## config.mk

```make
export PLATFORM = sky130hd
export DESIGN_NAME = sdram_req_queue
export DESIGN_NICKNAME = d
export VERILOG_FILES = /design/src/rtl/sdram_pkg.sv /design/src/rtl/sdram_cmd_fifo.sv /design/src/rtl/sdram_req_queue.sv
export SDC_FILE = /design/constraint.sdc
export NUM_CORES = 1
export LEC_CHECK = 0
export CAP_MARGIN = 20
export CORE_MARGIN = 4
export CORE_UTILIZATION = 54
export CTS_CLUSTER_DIAMETER = 30
export DETAILED_ROUTE_END_ITERATION = 7
export HOLD_SLACK_MARGIN = 0.08
export PLACE_DENSITY = 0.79
export SYNTH_ARGS = -nofsm -noshare
export SYNTH_HDL_FRONTEND = slang
export SYNTH_SLANG_ARGS = --single-unit
```

## constraint.sdc

```tcl
create_clock -name clk -period 3.4 [get_ports clk]
set_input_delay 0.51 -clock clk [delete_from_list [all_inputs] [get_ports clk]]
set_output_delay 0.51 -clock clk [all_outputs]
set_load 0.01 [all_outputs]
```

## src/rtl/sdram_pkg.sv

```systemverilog
// Shared types and default widths for the SDRAM request queue slice.
package sdram_pkg;

    localparam int unsigned ADDR_W_D = 23;
    localparam int unsigned DATA_W_D = 16;

    typedef struct packed {
        logic                we;
        logic [ADDR_W_D-1:0] addr;
        logic [DATA_W_D-1:0] wdata;
    } sdram_cmd_t;

    typedef enum logic [1:0] {
        IDLE,
        ISSUE,
        WAIT,
        DONE
    } rq_state_t;

endpackage

```

## src/rtl/sdram_cmd_fifo.sv

```systemverilog
// Synchronous command FIFO with occupancy count; head entry is read combinationally.
module sdram_cmd_fifo
    import sdram_pkg::*;
#(
    parameter int unsigned DEPTH = 4
) (
    input  logic                         clk,
    input  logic                         rst,
    input  logic                         i_push,
    input  sdram_cmd_t                   i_cmd,
    input  logic                         i_pop,
    output sdram_cmd_t                   o_head,
    output logic                         o_full,
    output logic                         o_empty,
    output logic [$clog2(DEPTH):0]       o_count
);

    localparam int unsigned AW = $clog2(DEPTH);
    localparam int unsigned CW = AW + 1;

    sdram_cmd_t       r_mem [DEPTH];
    logic [AW-1:0]    r_wptr;
    logic [AW-1:0]    r_rptr;
    logic [CW-1:0]    r_count;

    // Storage array carries no reset; only entries below r_count are ever read as valid.
    always_ff @(posedge clk) begin
        if (i_push) begin
            r_mem[r_wptr] <= i_cmd;
        end
    end

    always_ff @(posedge clk or posedge rst) begin
        if (rst) begin
            r_wptr  <= '0;
            r_rptr  <= '0;
            r_count <= '0;
        end else begin
            if (i_push) begin
                r_wptr <= r_wptr + AW'(1);
            end
            if (i_pop) begin
                r_rptr <= r_rptr + AW'(1);
            end
            case ({i_push, i_pop})
                2'b10:   r_count <= r_count + CW'(1);
                2'b01:   r_count <= r_count - CW'(1);
                default: r_count <= r_count;
            endcase
        end
    end

    assign o_head  = r_mem[r_rptr];
    assign o_full  = (r_count == CW'(DEPTH));
    assign o_empty = (r_count == '0);
    assign o_count = r_count;

endmodule

```

## src/rtl/sdram_req_queue.sv

```systemverilog
// Queues read/write commands and issues them one at a time to the single-word SDRAM controller,
// with a watchdog that aborts a request the controller never completes.
module sdram_req_queue
    import sdram_pkg::*;
#(
    parameter int unsigned ADDR_W  = ADDR_W_D,
    parameter int unsigned DATA_W  = DATA_W_D,
    parameter int unsigned DEPTH   = 4,
    parameter int unsigned TIMEOUT = 1024
) (
    input  logic              clk,
    input  logic              rst,
    input  logic              cmd_valid,
    output logic              cmd_ready,
    input  logic              cmd_we,
    input  logic [ADDR_W-1:0] cmd_addr,
    input  logic [DATA_W-1:0] cmd_wdata,
    output logic              rd_valid,
    output logic [DATA_W-1:0] rd_data,
    output logic              wr_done,
    output logic              err,
    input  logic              err_clr,
    output logic              idle,
    output logic [ADDR_W-1:0] ctl_addr,
    output logic [DATA_W-1:0] ctl_wdata,
    output logic              ctl_wrreq,
    output logic              ctl_rereq,
    input  logic [DATA_W-1:0] ctl_rdata,
    input  logic              ctl_rwdone,
    input  logic              ctl_busy,
    input  logic              ctl_wait
);

    localparam int unsigned CW  = $clog2(DEPTH) + 1;
    localparam int unsigned WDW = $clog2(TIMEOUT);

    rq_state_t         r_state, w_state_nxt;
    logic              r_we, w_we_nxt;
    logic [ADDR_W-1:0] r_addr, w_addr_nxt;
    logic [DATA_W-1:0] r_wdata, w_wdata_nxt;
    logic              r_wrreq, w_wrreq_nxt;
    logic              r_rereq, w_rereq_nxt;
    logic              r_rd_valid, w_rd_valid_nxt;
    logic              r_wr_done, w_wr_done_nxt;
    logic [DATA_W-1:0] r_rd_data, w_rd_data_nxt;
    logic              r_err, w_err_nxt;
    logic [WDW-1:0]    r_wd_cnt, w_wd_cnt_nxt;

    logic              w_push, w_pop, w_full, w_empty;
    logic [CW-1:0]     w_count;
    sdram_cmd_t        w_push_cmd, w_head;
    logic              w_req, w_wd_expired;
    logic              w_unused;

    // ctl_wait is observed for debug visibility only.
    assign w_unused = ctl_wait;

    assign w_push       = cmd_valid && !w_full;
    assign w_push_cmd   = '{we: cmd_we, addr: ADDR_W_D'(cmd_addr), wdata: DATA_W_D'(cmd_wdata)};
    assign w_req        = r_wrreq || r_rereq;
    assign w_wd_expired = (r_wd_cnt == WDW'(TIMEOUT - 1));

    sdram_cmd_fifo #(
        .DEPTH (DEPTH)
    ) u_fifo (
        .clk     (clk),
        .rst     (rst),
        .i_push  (w_push),
        .i_cmd   (w_push_cmd),
        .i_pop   (w_pop),
        .o_head  (w_head),
        .o_full  (w_full),
        .o_empty (w_empty),
        .o_count (w_count)
    );

    always_ff @(posedge clk or posedge rst) begin
        if (rst) begin
            r_state    <= IDLE;
            r_we       <= 1'b0;
            r_addr     <= '0;
            r_wdata    <= '0;
            r_wrreq    <= 1'b0;
            r_rereq    <= 1'b0;
            r_rd_valid <= 1'b0;
            r_wr_done  <= 1'b0;
            r_rd_data  <= '0;
            r_err      <= 1'b0;
            r_wd_cnt   <= '0;
        end else begin
            r_state    <= w_state_nxt;
            r_we       <= w_we_nxt;
            r_addr     <= w_addr_nxt;
            r_wdata    <= w_wdata_nxt;
            r_wrreq    <= w_wrreq_nxt;
            r_rereq    <= w_rereq_nxt;
            r_rd_valid <= w_rd_valid_nxt;
            r_wr_done  <= w_wr_done_nxt;
            r_rd_data  <= w_rd_data_nxt;
            r_err      <= w_err_nxt;
            r_wd_cnt   <= w_wd_cnt_nxt;
        end
    end

    // Completion paths assert the strobe on entry to DONE so it is high for the DONE cycle.
    always_comb begin
        w_state_nxt    = r_state;
        w_we_nxt       = r_we;
        w_addr_nxt     = r_addr;
        w_wdata_nxt    = r_wdata;
        w_wrreq_nxt    = r_wrreq;
        w_rereq_nxt    = r_rereq;
        w_rd_valid_nxt = 1'b0;
        w_wr_done_nxt  = 1'b0;
        w_rd_data_nxt  = r_rd_data;
        w_err_nxt      = err_clr ? 1'b0 : r_err;
        w_wd_cnt_nxt   = r_wd_cnt;
        w_pop          = 1'b0;

        case (r_state)
            IDLE: begin
                if (!w_empty) begin
                    w_pop        = 1'b1;
                    w_we_nxt     = w_head.we;
                    w_addr_nxt   = ADDR_W'(w_head.addr);
                    w_wdata_nxt  = DATA_W'(w_head.wdata);
                    w_wd_cnt_nxt = '0;
                    w_state_nxt  = ISSUE;
                end
            end
            ISSUE: begin
                if (w_req) begin
                    if (ctl_rwdone) begin
                        w_wrreq_nxt    = 1'b0;
                        w_rereq_nxt    = 1'b0;
                        w_rd_valid_nxt = !r_we;
                        w_wr_done_nxt  = r_we;
                        if (!r_we) begin
                            w_rd_data_nxt = ctl_rdata;
                        end
                        w_state_nxt = DONE;
                    end else if (w_wd_expired) begin
                        w_wrreq_nxt = 1'b0;
                        w_rereq_nxt = 1'b0;
                        w_err_nxt   = 1'b1;
                        w_state_nxt = IDLE;
                    end else begin
                        w_wd_cnt_nxt = r_wd_cnt + WDW'(1);
                        if (ctl_busy) begin
                            w_wrreq_nxt = 1'b0;
                            w_rereq_nxt = 1'b0;
                            w_state_nxt = WAIT;
                        end
                    end
                end else if (!ctl_busy) begin
                    w_wrreq_nxt  = r_we;
                    w_rereq_nxt  = !r_we;
                    w_wd_cnt_nxt = '0;
                end
            end
            WAIT: begin
                if (ctl_rwdone) begin
                    w_rd_valid_nxt = !r_we;
                    w_wr_done_nxt  = r_we;
                    if (!r_we) begin
                        w_rd_data_nxt = ctl_rdata;
                    end
                    w_state_nxt = DONE;
                end else if (w_wd_expired) begin
                    w_err_nxt   = 1'b1;
                    w_state_nxt = IDLE;
                end else begin
                    w_wd_cnt_nxt = r_wd_cnt + WDW'(1);
                end
            end
            DONE: begin
                w_state_nxt = IDLE;
            end
            default: begin
                w_state_nxt = IDLE;
            end
        endcase
    end

    assign cmd_ready = !w_full;
    assign idle      = (w_count == '0) && (r_state == IDLE);
    assign ctl_addr  = r_addr;
    assign ctl_wdata = r_wdata;
    assign ctl_wrreq = r_wrreq;
    assign ctl_rereq = r_rereq;
    assign rd_valid  = r_rd_valid;
    assign wr_done   = r_wr_done;
    assign rd_data   = r_rd_data;
    assign err       = r_err;

endmodule

```

# Word-level counts from Yosys, hierarchy flattened
# Memories as Yosys holds them, arrays and structs flattened. A register that Yosys moved wholly into a read port is not among the register bits.
# Cells that the tools add are included.
[totals] mem_bits_rw=160 regBits=40 n_memories=1 wordCells=88 inputBits=63
[mem_list] name="u_fifo.r_mem" words=4 width=40 rd=1 rd_clocked_by_memory_dff=1 wr=1 line_no="sdram_cmd_fifo.sv:21" source="sdram_cmd_t r_mem [DEPTH];"
[classes] n_reduce_logical=15 bitwise=1 n_eq_ne=14 n_addsub=5 n_mux=41
[op_table] cell="10-bit 2-to-1 mux" count=5
[op_table] cell="16-bit 2-to-1 mux" count=3
[op_table] cell="16-bit one-hot mux with 2 select lines" count=1
[op_table] cell="10-bit one-hot mux with 3 select lines" count=1
[op_table] cell="1-bit 2-to-1 mux" count=19
[op_table] cell="2-bit 2-to-1 mux" count=7
[op_table] cell="10-bit by 1-bit adder with 10-bit output, second input constant" count=1
[op_table] cell="10-bit equality test, second input constant" count=1
[op_table] cell="2-bit one-hot mux with 4 select lines" count=1
[op_table] cell="2-bit equality test, second input constant" count=3
[op_table] cell="3-bit inequality test, second input constant" count=2
[op_table] cell="1-bit one-hot mux with 2 select lines" count=3
[op_table] cell="3-bit one-hot mux with 2 select lines" count=1
[op_table] cell="3-bit AND reduction" count=2
[op_table] cell="2-bit by 1-bit adder with 2-bit output, second input constant" count=2
[op_table] cell="2-bit by 1-bit equality test with 1-bit output, second input constant" count=2
[op_table] cell="2-bit inequality test, second input constant" count=2
[op_table] cell="4-bit by 3-bit inequality test with 1-bit output, second input constant" count=1
[op_table] cell="4-bit inequality test, second input constant" count=1
[op_table] cell="2-bit AND reduction" count=2
[op_table] cell="4-bit AND reduction" count=1
[op_table] cell="2-bit nonzero test" count=2
[op_table] cell="3-bit by 1-bit adder with 3-bit output, second input constant" count=1
[op_table] cell="3-bit equality test, second input constant" count=1
[op_table] cell="other kinds (9)" count=11

# Longest topological paths before layout
[logic_depth] ltp_word=5 mapped_depth=11 mapped_depth_nobuf=10

# Cells and area by module
# Synthesis repeated with hierarchy kept, for this count alone.
[unflattened] cells_unflattened=478 area_unflattened_um2=9387.8
[by_module_without_submodules] mod="sdram_cmd_fifo" seq_area_each_um2=4979.8 area_each_um2=6227.2 cells_per_inst=247 n_inst=1
[by_module_without_submodules] mod="sdram_req_queue" seq_area_each_um2=1826.8 area_each_um2=3160.5 cells_per_inst=231 n_inst=1

# Worst setup path before layout
# OpenSTA, ideal clock, no wires.
[synth_path] path_kind="register to register" start="register r_state[0]" end="register u_fifo.r_count[2], in the netlist u_fifo.o_count[2]" t_arrival_ns=2.190 slack_ns=1.131 t_required_ns=3.321 setup_time_ns=0.079 synth_period_minus_slack_ns=2.269 path_stages_with_launch=12 n_path_buf=1 cell_sequence="dfrtp_1 inv_1 ha_1 o31ai_1 inv_2 clkbuf_1 ha_1 inv_1 fa_1 xor2_1 nor2_1 xor2_1"
[synth_via] elab_chain_len=4
[synth_lines] item="start: declaration" line_no="sdram_req_queue.sv:37" source="rq_state_t r_state, w_state_nxt;"
[synth_lines] item="start signal: assignment" line_no="sdram_req_queue.sv:91" source="r_state <= w_state_nxt;"
[synth_lines] item="2-bit zero test (*)" line_no="sdram_req_queue.sv:120" source="case (r_state)"
[synth_lines] item="1-bit 2-to-1 mux (*)" line_no="sdram_req_queue.sv:120"
[synth_lines] item="net u_fifo.i_pop" line_no="sdram_cmd_fifo.sv:11" source="input logic i_pop,"
[synth_lines] item="2-bit by 1-bit equality test with 1-bit output / 2-bit equality test (equally long branches)" line_no="sdram_cmd_fifo.sv:45" source="case ({i_push, i_pop})"
[synth_lines] item="3-bit one-hot mux with 2 select lines / 2-bit nonzero test (equally long branches)"
[synth_lines] item="end signal: assignment" line_no="sdram_cmd_fifo.sv:46" source="2'b10: r_count <= r_count + CW'(1);"
[synth_lines] item="end signal: assignment" line_no="sdram_cmd_fifo.sv:47" source="2'b01: r_count <= r_count - CW'(1);"
[synth_lines] item="end signal: assignment" line_no="sdram_cmd_fifo.sv:48" source="default: r_count <= r_count;"
[synth_lines] item="end: declaration" line_no="sdram_cmd_fifo.sv:24" source="logic [CW-1:0] r_count;"
# Mark *: on every way through the listed nets, which the timed path passes. The rest lies on a longest branch.
# A chain may end at the register's enable or synchronous reset.

# Worst setup path in the final report
[layout_path] start="register r_state[1]" end="output idle"
[layout_via] elab_chain_len=2
[layout_lines] item="2-bit zero test" line_no="sdram_req_queue.sv:186" source="assign idle = (w_count == '0) && (r_state == IDLE);"
[layout_lines] item="1-bit logical AND" line_no="sdram_req_queue.sv:186"
[layout_lines] item="end: declaration" line_no="sdram_req_queue.sv:23" source="output logic idle,"
# Every way passes these cells.

==> reports/results.ini <==
[outcome]
status=finished, final reports clean

[setup_path]
cp-start-kind=register
path_buf_inv=2
rr_startpoint=r_state[1]$_DFFE_PP0P_
r2r-end=r_wd_cnt[9]$_DFFE_PP0P_
path_class=register to output pin
cp_max_fo=4
path_delay_family=buffers and inverters
cp_data_arrival_time_ns=2.38
worstPathCellList=inv_1 -> ha_1 -> nor4b_2 -> clkdlybuf4s50_1
cpPeakStageDelay_ns=0.64
cp.required_ns=2.89
rr_worst_depth=6
endpoint_kind=output pin
crit_slowest_cell=clkdlybuf4s50_1
r2r_slack_ns=0.95

[timing]
slew_viol_final=0
skew_ns=0.02652
period_share_pct=85.14
final-setup-viol-count=0
hold_viol=0
setup_tns_ns=0
fmax_mhz=345.5
period_minus_slack_ns=2.895
relSlewSlack_pct=26.93
rsz0062_at_grt=no
worst_pin_slew_ns=1.096

[grt]
first_global_vias=5777
grt_pass1_wl_mm=31.28
use_met1_pct=24.64
grt_overflow=0
grt_max_degree=45
antenna_found_initial=1
track_usage_pct=20.56
busiest_layer=met2
grt_util_met2_pct=35.85
grt_use_met3_pct=5.828

[cts]
cts.sinks=240
htreeDepth=2
cts_tree=done
ctsResizeCount=0
postCtsHoldBufs=0
clk_pin_slew_ns=0.06
cts.path.max_buffers=3
postCtsSetupBuffers=0
clk_latency_ns=0.52
cts-root-buf=clkbuf_16
cts-buffers-inserted=42

[routing]
drtPass1Iterations=5
drtIter0Drc=321
routed_wl_mm=19.46
drc=0
viasPerCell=5.535
wire_per_inst_um=20.18
vias=5336
antenna_left=0

[synthesis]
synth_flop_cell=edfxtp_1
avgSynthCellArea_um2=16.66
netlist_area_um2=9279
ys_warn_count=0
ys_top_cells_by_area=edfxtp_1 52%, dfrtp_1 22%, mux4_2 9.7%
syn_nets=631
yosysSeqAreaShare_pct=73.35
yosysTopAreaCell=edfxtp_1
async_flop_share_pct=33.33
synth_top_area_share_pct=51.78
synth-seq-cells=240
netlist_instances=557
synth_edf_count=160
ys_types=48

[place]
gp_congestion=0.8326
dp_hpwl_mm=11.01
io_buffers=123

[finish]
nets=784
drive_gt1_share_pct=20.46
utilization_pct=73.55
nFillCells=1035
area_growth_pct=32.38

[die]
core_area_um2=16700
start_util_pct=55.56
ios=125
rows=47
fp.dieArea_um2=19340
fp.dieH_um=139.1
die_width_um=139.1

[pwr]
vdd_drop_max_uv=609.8
leakage_uw=0.004688
powerDensity_nw_per_um2=996.9

[run]
max_cap_viol_count=0

[hold_path]
min_path_type=input port to async pin

-- power by group --
group	internal [µW]	total, µW	switching (µW)
registers	3990	4610	619
clock network	2750	4220	1470
logic	1760	3420	1650
-- through the flow --
| stage | setup WS, ns | cells | hold slack, ns | area (µm²) | total power (µW) |
|---|---|---|---|---|---|
| 2_1_floorplan | 0.8383 | 557 | 0.4848 | 9279 | 6588 |
| 3_3_place_gp | 0.9532 | 886 | 0.4594 | 10830 | 7924 |
| 3_5_place_dp | 0.9050 | 886 | 0.4623 | 10830 | 8094 |
| 4_1_cts | 0.4344 | 963 | 0.4486 | 12280 | 12390 |
| 5_1_grt | 0.3423 | 964 | 0.4928 | 12280 | 12910 |
| 6_report | 0.5052 | 964 | 0.4377 | 12280 | 12240 |
-- synth_stat cells, types with 2 or more instances --
cell	number
o21ai_0	4
xor2_1	2
a31oi_1	2
a41oi_1	3
clkbuf_1	11
buf_1	4
a21o_1	2
nand3_1	5
xnor2_1	4
nor2_1	9
mux2i_1	3
nand2_1	128
ha_1	10
and4b_1	2
a21oi_1	11
edfxtp_1	160
buf_2	4
inv_1	11
nor3_2	2
buf_4	2
and3_1	4
mux2_2	18
o21a_1	2
o31ai_1	8
dfrtp_1	80
mux4_2	40
nor3_1	5
-- per-layer routing --
metal  wire length [µm]  up-vias
li1                   -     2408
met1               7500     2714
met2              10180      181
met3               1345       33
met4                425        0
met5                  0        -
-- flip-flops by register name (all words and copies together), names as in the netlist --
register        cells
u_fifo.r_mem      160
ctl_addr           23
ctl_wdata          16
rd_data            16
r_wd_cnt           10
u_fifo.o_count      3
r_state             2
u_fifo.r_rptr       2
u_fifo.r_wptr       2
ctl_rereq           1
ctl_wrreq           1
err                 1
r_we                1
rd_valid            1
wr_done             1
-- cell families after synthesis --
kind of cell,Yosys count,share of synthesized area (%)
buffers and inverters,34,1.591
adder cells (fa/ha/maj),11,1.564
XOR/XNOR,6,0.5663
multiplexers,61,12.22
flip-flops,240,73.35
AO/OA/AOI/OAI,39,2.886
AND/OR/NAND/NOR,166,7.821
-- worst max-delay path by stage --
stage / start / end / slack (ns) / cells after the start
2_1_floorplan: rst / ctl_addr[0]$_DFFE_PP0P_ / 0.84 / 1
3_3_place_gp: ctl_busy / r_wd_cnt[1]$_DFFE_PP0P_ / 0.95 / 5
3_5_place_dp: ctl_busy / r_wd_cnt[1]$_DFFE_PP0P_ / 0.90 / 5
4_1_cts: r_state[1]$_DFFE_PP0P_ / idle / 0.43 / 4
5_1_grt: r_state[1]$_DFFE_PP0P_ / idle / 0.34 / 4
6_report: r_state[1]$_DFFE_PP0P_ / idle / 0.51 / 4
-- cell type report --
type	instances	area, µm²	area share, %
diodes	1	2.502	0.02037
multi-input cells	283	2344	19.08
flip-flops and latches	240	6812	55.45
repair buffers	131	1354	11.02
inverters	12	46.29	0.3769
well taps	220	275.3	2.241
clock inverters	31	352.8	2.873
clock buffers	46	1097	8.933
-- cell usage in the layout, fill, tap and decap left out, types with 3 or more instances in the layout --
cell	instances
clkinv_2	4
nor2_1	9
inv_6	6
inv_1	10
o31ai_1	7
ha_1	10
mux2i_1	3
a41oi_1	3
nor3_1	5
clkinv_1	3
nand2_1	128
clkinvlp_4	5
mux4_2	40
clkinv_4	6
buf_12	5
and3_2	4
mux2_2	18
buf_4	3
edfxtp_1	160
o21ai_0	4
clkdlybuf4s50_1	123
dfrtp_1	78
xnor2_1	4
bufinv_16	5
inv_8	3
a21oi_1	11
nand3_1	5
clkbuf_16	43
-- worst register-to-register path, delay by kind of cell (launching register included) --
kind,cells,cell delay (ns)
AO/OA/AOI/OAI,1,0.23
buffers and inverters,1,0.11
AND/OR/NAND/NOR,3,1.21
flip-flops,1,0.39
adder cells (fa/ha/maj),1,0.40
No activity file was read; power rests on OpenSTA's default activity.
